===== config.mk =====
export PLATFORM = sky130hd
export DESIGN_NAME = imem_loader
export DESIGN_NICKNAME = d
export VERILOG_FILES = /design/src/rtl/imem_loader.sv
export SDC_FILE = /design/constraint.sdc
export NUM_CORES = 1
export LEC_CHECK = 0
export BUFFER_PORTS_ARGS = -buffer_cell sky130_fd_sc_hd__buf_2
export CAP_MARGIN = 20
export CORE_MARGIN = 4
export CORE_UTILIZATION = 45
export CTS_CLUSTER_SIZE = 10
export DETAILED_ROUTE_END_ITERATION = 10
export HOLD_SLACK_MARGIN = 0.06
export MAX_ROUTING_LAYER = met4
export PLACE_DENSITY = 0.69
export SLEW_MARGIN = 20
export SYNTH_ARGS = -nofsm -noshare
export SYNTH_HDL_FRONTEND = slang
export SYNTH_SLANG_ARGS = --single-unit

===== constraint.sdc =====
create_clock -name clock -period 2.1 [get_ports clock]
set_clock_uncertainty 0.15 [all_clocks]
set_input_delay 0.105 -clock clock [delete_from_list [all_inputs] [get_ports clock]]
set_output_delay 0.105 -clock clock [all_outputs]
set_load 0.1 [all_outputs]

===== src/rtl/imem_loader.sv =====
// imem_loader
// Writer-side companion to the byte-addressable instruction memory. Accepts
// 32-bit instruction words over a valid/ready stream and writes each one as
// four big-endian bytes (bits [31:24] at the lowest address), one byte per
// cycle, through the memory's byte write port.
//
// Optional feature macro: IMEM_LOADER_CHECKSUM_EN adds the checksum output.
//
// Handshake: a word transfers on a rising edge where in_valid && in_ready are
// both high. in_ready depends only on registered state, never on in_valid.
// The producer holds in_word stable while in_valid is high and unaccepted.
//
// Ports:
//   clock        system clock, rising edge
//   reset        asynchronous, active-high reset
//   start        one-cycle load request, sampled only in IDLE
//   base_addr    first byte address (must be word-aligned)
//   word_count   number of words to load, 0..MAX_WORDS
//   in_word      instruction word
//   in_valid     in_word is valid
//   in_ready     loader accepts a word this cycle
//   mem_wr_en    byte write strobe
//   mem_wr_addr  byte write address
//   mem_wr_data  byte write data
//   busy         high in every state except IDLE
//   done         one-cycle pulse when a load completes
//   err          sticky: last start request was rejected
//   state_dbg    current FSM state (debug)
//   checksum     mod-2**32 sum of words accepted since last accepted start
//                (only with IMEM_LOADER_CHECKSUM_EN)
module imem_loader #(
  parameter int ADDR_WIDTH = 8,
  parameter int MAX_WORDS  = 64
) (
  input  logic                  clock,
  input  logic                  reset,
  input  logic                  start,
  input  logic [ADDR_WIDTH-1:0] base_addr,
  input  logic [6:0]            word_count,
  input  logic [31:0]           in_word,
  input  logic                  in_valid,
  output logic                  in_ready,
  output logic                  mem_wr_en,
  output logic [ADDR_WIDTH-1:0] mem_wr_addr,
  output logic [7:0]            mem_wr_data,
  output logic                  busy,
  output logic                  done,
  output logic                  err,
`ifdef IMEM_LOADER_CHECKSUM_EN
  output logic [31:0]           checksum,
`endif
  output logic [1:0]            state_dbg
);

  typedef enum logic [1:0] {
    IDLE      = 2'd0,
    WAIT_WORD = 2'd1,
    WRITE     = 2'd2,
    DONE      = 2'd3
  } state_t;

  localparam int SW = ADDR_WIDTH + 2;
  localparam logic [SW-1:0] MEM_BYTES = SW'(2 ** ADDR_WIDTH);

  state_t                state, state_next;
  logic [ADDR_WIDTH-1:0] ptr;
  logic [1:0]            byte_idx;
  logic [6:0]            words_left;
  logic [31:0]           word_reg;

  // End address computed two bits wider than the address so that an
  // oversized request cannot wrap around and look valid.
  logic [SW-1:0] end_addr;
  logic          reject;
  logic          accept;
  logic          handshake;

  assign end_addr  = SW'(base_addr) + (SW'(word_count) << 2);
  assign reject    = (base_addr[1:0] != 2'b00) ||
                     (word_count > 7'(MAX_WORDS)) ||
                     (end_addr > MEM_BYTES);
  assign accept    = (state == IDLE) && start && !reject;
  assign handshake = (state == WAIT_WORD) && in_valid;

  // Next-state logic
  always_comb begin
    state_next = state;
    case (state)
      IDLE: begin
        if (start && !reject) begin
          state_next = (word_count == 7'd0) ? DONE : WAIT_WORD;
        end
      end
      WAIT_WORD: begin
        if (in_valid) state_next = WRITE;
      end
      WRITE: begin
        if (byte_idx == 2'd3) begin
          state_next = (words_left == 7'd1) ? DONE : WAIT_WORD;
        end
      end
      DONE:    state_next = IDLE;
      default: state_next = IDLE;
    endcase
  end

  always_ff @(posedge clock or posedge reset) begin
    if (reset) state <= IDLE;
    else       state <= state_next;
  end

  // Datapath registers
  always_ff @(posedge clock or posedge reset) begin
    if (reset) begin
      ptr        <= '0;
      byte_idx   <= '0;
      words_left <= '0;
      word_reg   <= '0;
      err        <= 1'b0;
    end else begin
      if (state == IDLE && start) begin
        err <= reject;
        if (!reject) begin
          ptr        <= base_addr;
          words_left <= word_count;
        end
      end
      if (handshake) begin
        word_reg <= in_word;
        byte_idx <= 2'd0;
      end
      if (state == WRITE) begin
        ptr      <= ptr + 1'b1;
        byte_idx <= byte_idx + 1'b1;
        if (byte_idx == 2'd3) words_left <= words_left - 1'b1;
      end
    end
  end

`ifdef IMEM_LOADER_CHECKSUM_EN
  always_ff @(posedge clock or posedge reset) begin
    if (reset)          checksum <= '0;
    else if (accept)    checksum <= '0;
    else if (handshake) checksum <= checksum + in_word;
  end
`endif

  // Outputs decoded from registered state only
  logic [7:0] byte_sel;
  always_comb begin
    byte_sel = 8'h00;
    case (byte_idx)
      2'd0: byte_sel = word_reg[31:24];
      2'd1: byte_sel = word_reg[23:16];
      2'd2: byte_sel = word_reg[15:8];
      2'd3: byte_sel = word_reg[7:0];
      default: byte_sel = 8'h00;
    endcase
  end

  assign in_ready    = (state == WAIT_WORD);
  assign mem_wr_en   = (state == WRITE);
  assign mem_wr_addr = (state == WRITE) ? ptr : '0;
  assign mem_wr_data = (state == WRITE) ? byte_sel : 8'h00;
  assign busy        = (state != IDLE);
  assign done        = (state == DONE);
  assign state_dbg   = state;

endmodule


Word level (Yosys, flattened, before mapping) --
Index checks and enable logic that the tools add are counted.
Word-level totals: register bits after elaboration 52, input port bits 51, output and inout port bits 23, logic and storage cells 56
Operators by class: $add $sub $neg 4, magnitude comparators 2, equal/unequal tests 11, muxes and demuxes 18, reductions and logical operators 15
Operators by type and width (count):
- two-way mux 8 bit | 5
- case mux 8 bit (4 select lines) | 1
- two-way mux 7 bit | 4
- two-way mux 2 bit | 7
- adder 8 x 9 -> 10 bit | 1
- > comparator 10 x 9 -> 1 bit (second input constant) | 1
- adder 8 x 1 -> 8 bit (second input constant) | 1
- equality test 2 bit (second input constant) | 4
- case mux 2 bit (4 select lines) | 1
- nonzero test 2 bit | 4
- equality test 7 x 1 -> 1 bit (second input constant) | 1
- > comparator 7 bit (second input constant) | 1
- logical NOT 7 bit | 1
- subtractor 7 x 1 -> 7 bit (second input constant) | 1
- != test 2 bit (second input constant) | 3
- equality test 2 x 1 -> 1 bit (second input constant) | 2
- logical NOT 2 bit | 2
- logical AND 1 bit | 3
- AND reduction 3 bit | 1
- adder 2 x 1 -> 2 bit (second input constant) | 1
- logical OR 1 bit | 2
- != test 2 x 1 -> 1 bit (second input constant) | 1
- AND reduction 2 bit | 1
- logical NOT 1 bit | 1

Depth between registers and ports, before layout --
depth after elaboration 7, gate-level depth with buffers 13, depth with buffers taken out 11

Worst setup path after synthesis --
OpenSTA, ideal clock, no wires.
path kind reg-to-reg, start point reg state[0], in the netlist state_dbg[0], end point reg word_reg[10], library setup time 0.125 ns, data arrival time 3.530 ns, required time 1.825 ns, path slack -1.705 ns, cell stages (with the launch flop) 6, buffers on the path 1, clock period less this slack 3.805 ns, path through dfrtp_1 -> inv_1 -> nor2_1 -> nand2_1 -> clkbuf_1 -> mux2_2
On the way: word-level cells in the longest chain between the ends 2
RTL lines:
- from (decl) | RTL line 65 | state_t state, state_next;
- from (signal assigned) | RTL line 109 | else state <= state_next;
- equality test 2 x 1 -> 1 bit
- via in_ready | RTL line 42 | output logic in_ready,
- logical AND 1 bit | RTL line 83 | assign handshake = (state == WAIT_WORD) && in_valid;
- to (signal assigned) | RTL line 129 | word_reg <= in_word;
- to (decl) | RTL line 69 | logic [31:0] word_reg;
The timed path passes the listed nets, and every way through them passes these cells. A chain may end at the register's enable or synchronous reset.

Worst setup path after layout --
start point in base_addr[2], end point reg words_left[3]
On the way: word-level cells in the longest chain between the ends 7
RTL lines:
- from (decl) | RTL line 38 | input logic [ADDR_WIDTH-1:0] base_addr,
- adder 8 x 9 -> 10 bit * | RTL line 78 | assign end_addr = SW'(base_addr) + (SW'(word_count) << 2);
- > comparator 10 x 9 -> 1 bit * | RTL line 81 | (end_addr > MEM_BYTES);
- logical OR 1 bit * | RTL line 80 | (word_count > 7'(MAX_WORDS)) ||
- two-way mux 7 bit * | RTL line 123 | if (!reject) begin
- two-way mux 7 bit * | RTL line 121 | if (state == IDLE && start) begin
- two-way mux 7 bit | RTL line 135 | if (byte_idx == 2'd3) words_left <= words_left - 1'b1;
- two-way mux 7 bit * | RTL line 132 | if (state == WRITE) begin
- to (signal assigned) | RTL line 125 | words_left <= word_count;
- to (signal assigned) | RTL line 135
- to (decl) | RTL line 68 | logic [6:0] words_left;
Mark *: on every way between the ends. The rest lies on a longest branch, timed or not.

==> summary.md <==
| Metric | Value |
|---|---|
| Startpoint Class | primary input |
| FMAX | ~430 MHz |
| Leak | 2.09 nW |
| Buf/Inv on CP | 4 |
| Slowest cell on crit path | a2111oi_4 |
| Hold Crit Class | in -> reg |
| Status | complete, but fails checks |
| Die height | approximately 89 µm |
| DP HPWL | 5310 µm |
| Setup violations, final | 25 |
| Synth Instances | 286 |
| Post-synthesis cell area | between 2000 and 3000 µm² |
| First-pass GRT wire length | approximately 13000 µm |
| Pwr Density | 1280 nW/µm² |
| Slew Limit Fails | 0 |
| GP Congestion | 0.817 |
| Routed Wire Length | 8010 µm |
| Cell taking the most area after synthesis | dfrtp_1 |
| Grt total ovfl | 0 |
| Area fraction of the dominant cell type after synthesis | ~44% |
| CTS Buffer Depth | 2 |
| Max cap viols | 0 |
| Diodes inserted | 0 |
| Clock slew at reported path FFs | 0.09 ns |
| Post-synth EDFFs | 0 |
| Clock Latency Late Sink | 0.29 ns |
| Fin crit share | 111% |
| Crit end category | register |
| Reg-to-reg startpoint | state_dbg[0] |
| Required time of the critical path | 2.14 ns |
| Placed Area | 3810 µm² |
| WP depth | 14 |
| Hold path depth | 4 |
| H-tree Lvls | 2 |
| Post-synthesis sequential area ratio | between 40% and 50% |
| Path depth of the worst reg2reg path | 6 |
| CTS Buf Count | 5 |
| Core area | 6350 µm² |
| Crit-path most repeated cell | o21a_1 |
| Syn Nets | 351 |
| DR pass1 iterations | 4 |
| # clock sinks | 52 |
| Pin count of the biggest net entering global routing | 53 |
| Placed Cells | 449 |
| Max reg flops | 32 |
| Non-filler instance count after layout | 510 |
| Final nets | 497 |
| Hold Vio Cnt, Final | 0 |
| TritonCTS clock tree | done |
| Die Wd | 88.8 µm |
| Die Footprint | about 7900 µm² |
| Setup crit start | base_addr[2] |
| Routed len/inst | 15.7 µm |
| Total number of vias | 2693 |
| Num ports | 74 |
| Initial DRC count | 97 |
| Syn_area_per_cell | 10.3 µm² |
| Synth top area cells | dfrtp_1 (44%), mux2_2 (12%), ha_1 (5.5%), nor2_1 (4.5%), a21oi_1 (3.4%) |
| Initial Util | 46.3% |
| Vias in the first global route | ~2800 |
| Synth Register Bits | 52 |
| Family with the most delay on the worst path | compound AO/OA/AOI/OAI gates |
| Worst Max-Slew Pin Slew | roughly 0.48 ns |
| Share of layout cells above drive strength 1 | 49.9% |
| Antenna-violating nets left | 0 |
| Critical path, cell by cell | buf_8, ha_4, inv_2, fa_2, nor2b_1, o21a_1, o21a_1, o211ai_1, a2111oi_4, o211ai_4, buf_12, buf_16, o21ai_4, a21oi_2 |
| Final instance area | 4660 µm² |
| Buffers on Ports | 73 |
| CP peak stage delay | 0.46 ns |
| VDD IR max | 0.00129 V |
| Buffer type at the clock tree root | clkbuf_8 |
| Slew headroom | around two thirds |
| Unrepaired setup endpoints after global routing | true |
| Post-route DRC | 0 |
| Failing checks | setup timing |
| Pre-CTS setup slack | -0.637 ns |
| Synth unique cells | 45 |
| Critical path type | in -> reg |
| HP Start | word_count[3] |
| CP max FO | 7 |
| Total GRT Usage | 21.7% |
| Final worst setup slack | -0.236 ns |
| DR vias/cell | approximately 5.3 |
| Synth Flop Type | dfrtp_1 |
| Area Overhead vs Synth | 58.7% |
| Tmin final | 2.34 ns |
| Initial antenna violation count | 0 |
| Placement Rows | 29 |
| Ys Warns | 0 |
| Crit path DAT | 2.37 ns |
| Fraction of registers with async set/reset | 100% |
final timing paths:
check	end	slack, ns
max	words_left[3]	-0.24
min	words_left[3]	0.06
max reg2reg	state_dbg[1]	0.20
min reg2reg	err	0.35
max in group asynchronous	byte_idx[0]	1.32
min in group asynchronous	word_reg[18]	0.24
worst min-delay path: cells and delay by family:
kind            cells  cell delay (ns)
compound gates      2             0.15
buf+inv             2             0.21
synthesized netlist by cell type, types with 2 or more instances:
cell       number
mux2_2         32
nor2_1         35
dfrtp_1        52
inv_1           9
a222oi_1        8
o21ai_1         4
nand3_1        14
o21ai_0         2
o211ai_2        2
buf_6           2
ha_1           13
o21a_1          4
and2_1          9
xor2_1          2
mux2i_1         2
nor4_1          2
nor3b_1         3
nor3_2          4
nor3_1          7
a211oi_2        2
nand4b_1        2
and3_1          3
a21oi_1        20
o22ai_1         2
nand2_1        19
clkbuf_1       10
o2bb2ai_1       3
o211ai_1        2
per-stage QoR:
step	hold WS, ns	setup TNS [ns]	power (mW)	util (%)
final	0.0580	-3.40	5.98	73.4
after floorplan	0.0624	-8.37	4.26	-
after global placement	0.0285	-7.66	4.89	60.0
after CTS	0.0497	-3.14	5.87	71.8
after global routing	0.0672	-6.46	6.35	73.4
after detailed placement	0.0228	-8.94	4.98	60.0
layer usage:
metal	vias to the layer above	GRT usage, %	part of all wire (%)
li1	1322	-	-
met1	1311	28.7	43
met2	51	36.6	52
met3	9	2.89	3.8
met4	0	3.16	1.2
met5	-	-	0
power by group:
group	switching, mW	internal [mW]
Combinational	2.17	1.34
Clock	0.320	0.268
Sequential	0.401	1.48
layout by cell type, fill, tap and decap left out, types with 3 or more instances in the layout:
cell type,count
nor2_1,26
nand3_1,10
dfrtp_1,49
nor3_1,7
a222oi_1,8
inv_2,4
mux2_2,32
o21a_1,4
buf_6,5
clkbuf_8,6
ha_1,9
and3_1,3
buf_2,55
nand3_2,4
o21ai_1,3
and2_4,4
dfrtp_2,3
buf_4,31
dlygate4sd3_1,41
and2_2,4
buf_12,11
ha_4,4
a21oi_1,11
nor2_4,9
a21oi_2,10
inv_1,5
nor3_2,4
nand2_1,18
clkbuf_4,7
cell families (layout without fill, tap and decap cells):
logic type,count (synthesis),after routing,synth area share (%)
buf+inv,24,171,3.62
flops,52,52,44.3
mux,34,34,12.9
simple gates,103,103,17.3
xor+xnor,3,3,0.894
compound gates,56,56,14.8
fa+ha+maj,14,14,6.22
final cells by class:
cell class	instances	area (µm²)
Clock buffer	7	86.3
Clock inverter	1	7.51
Fill cell	430	1690
Inverter	10	40.0
Multi-Input combinational cell	210	1810
Sequential cell	52	1310
Tap cell	77	96.3
Timing Repair Buffer	153	1320
timing repair:
action,CTS,global route
endpoints found under the setup margin,33,34
hold endpoints to repair,92,0
hold buffers,41,0
cloned,2,0
gates resized for setup,32,20
pin swaps,8,8
setup buffers,6,4
(Power assumes the default switching activity.)
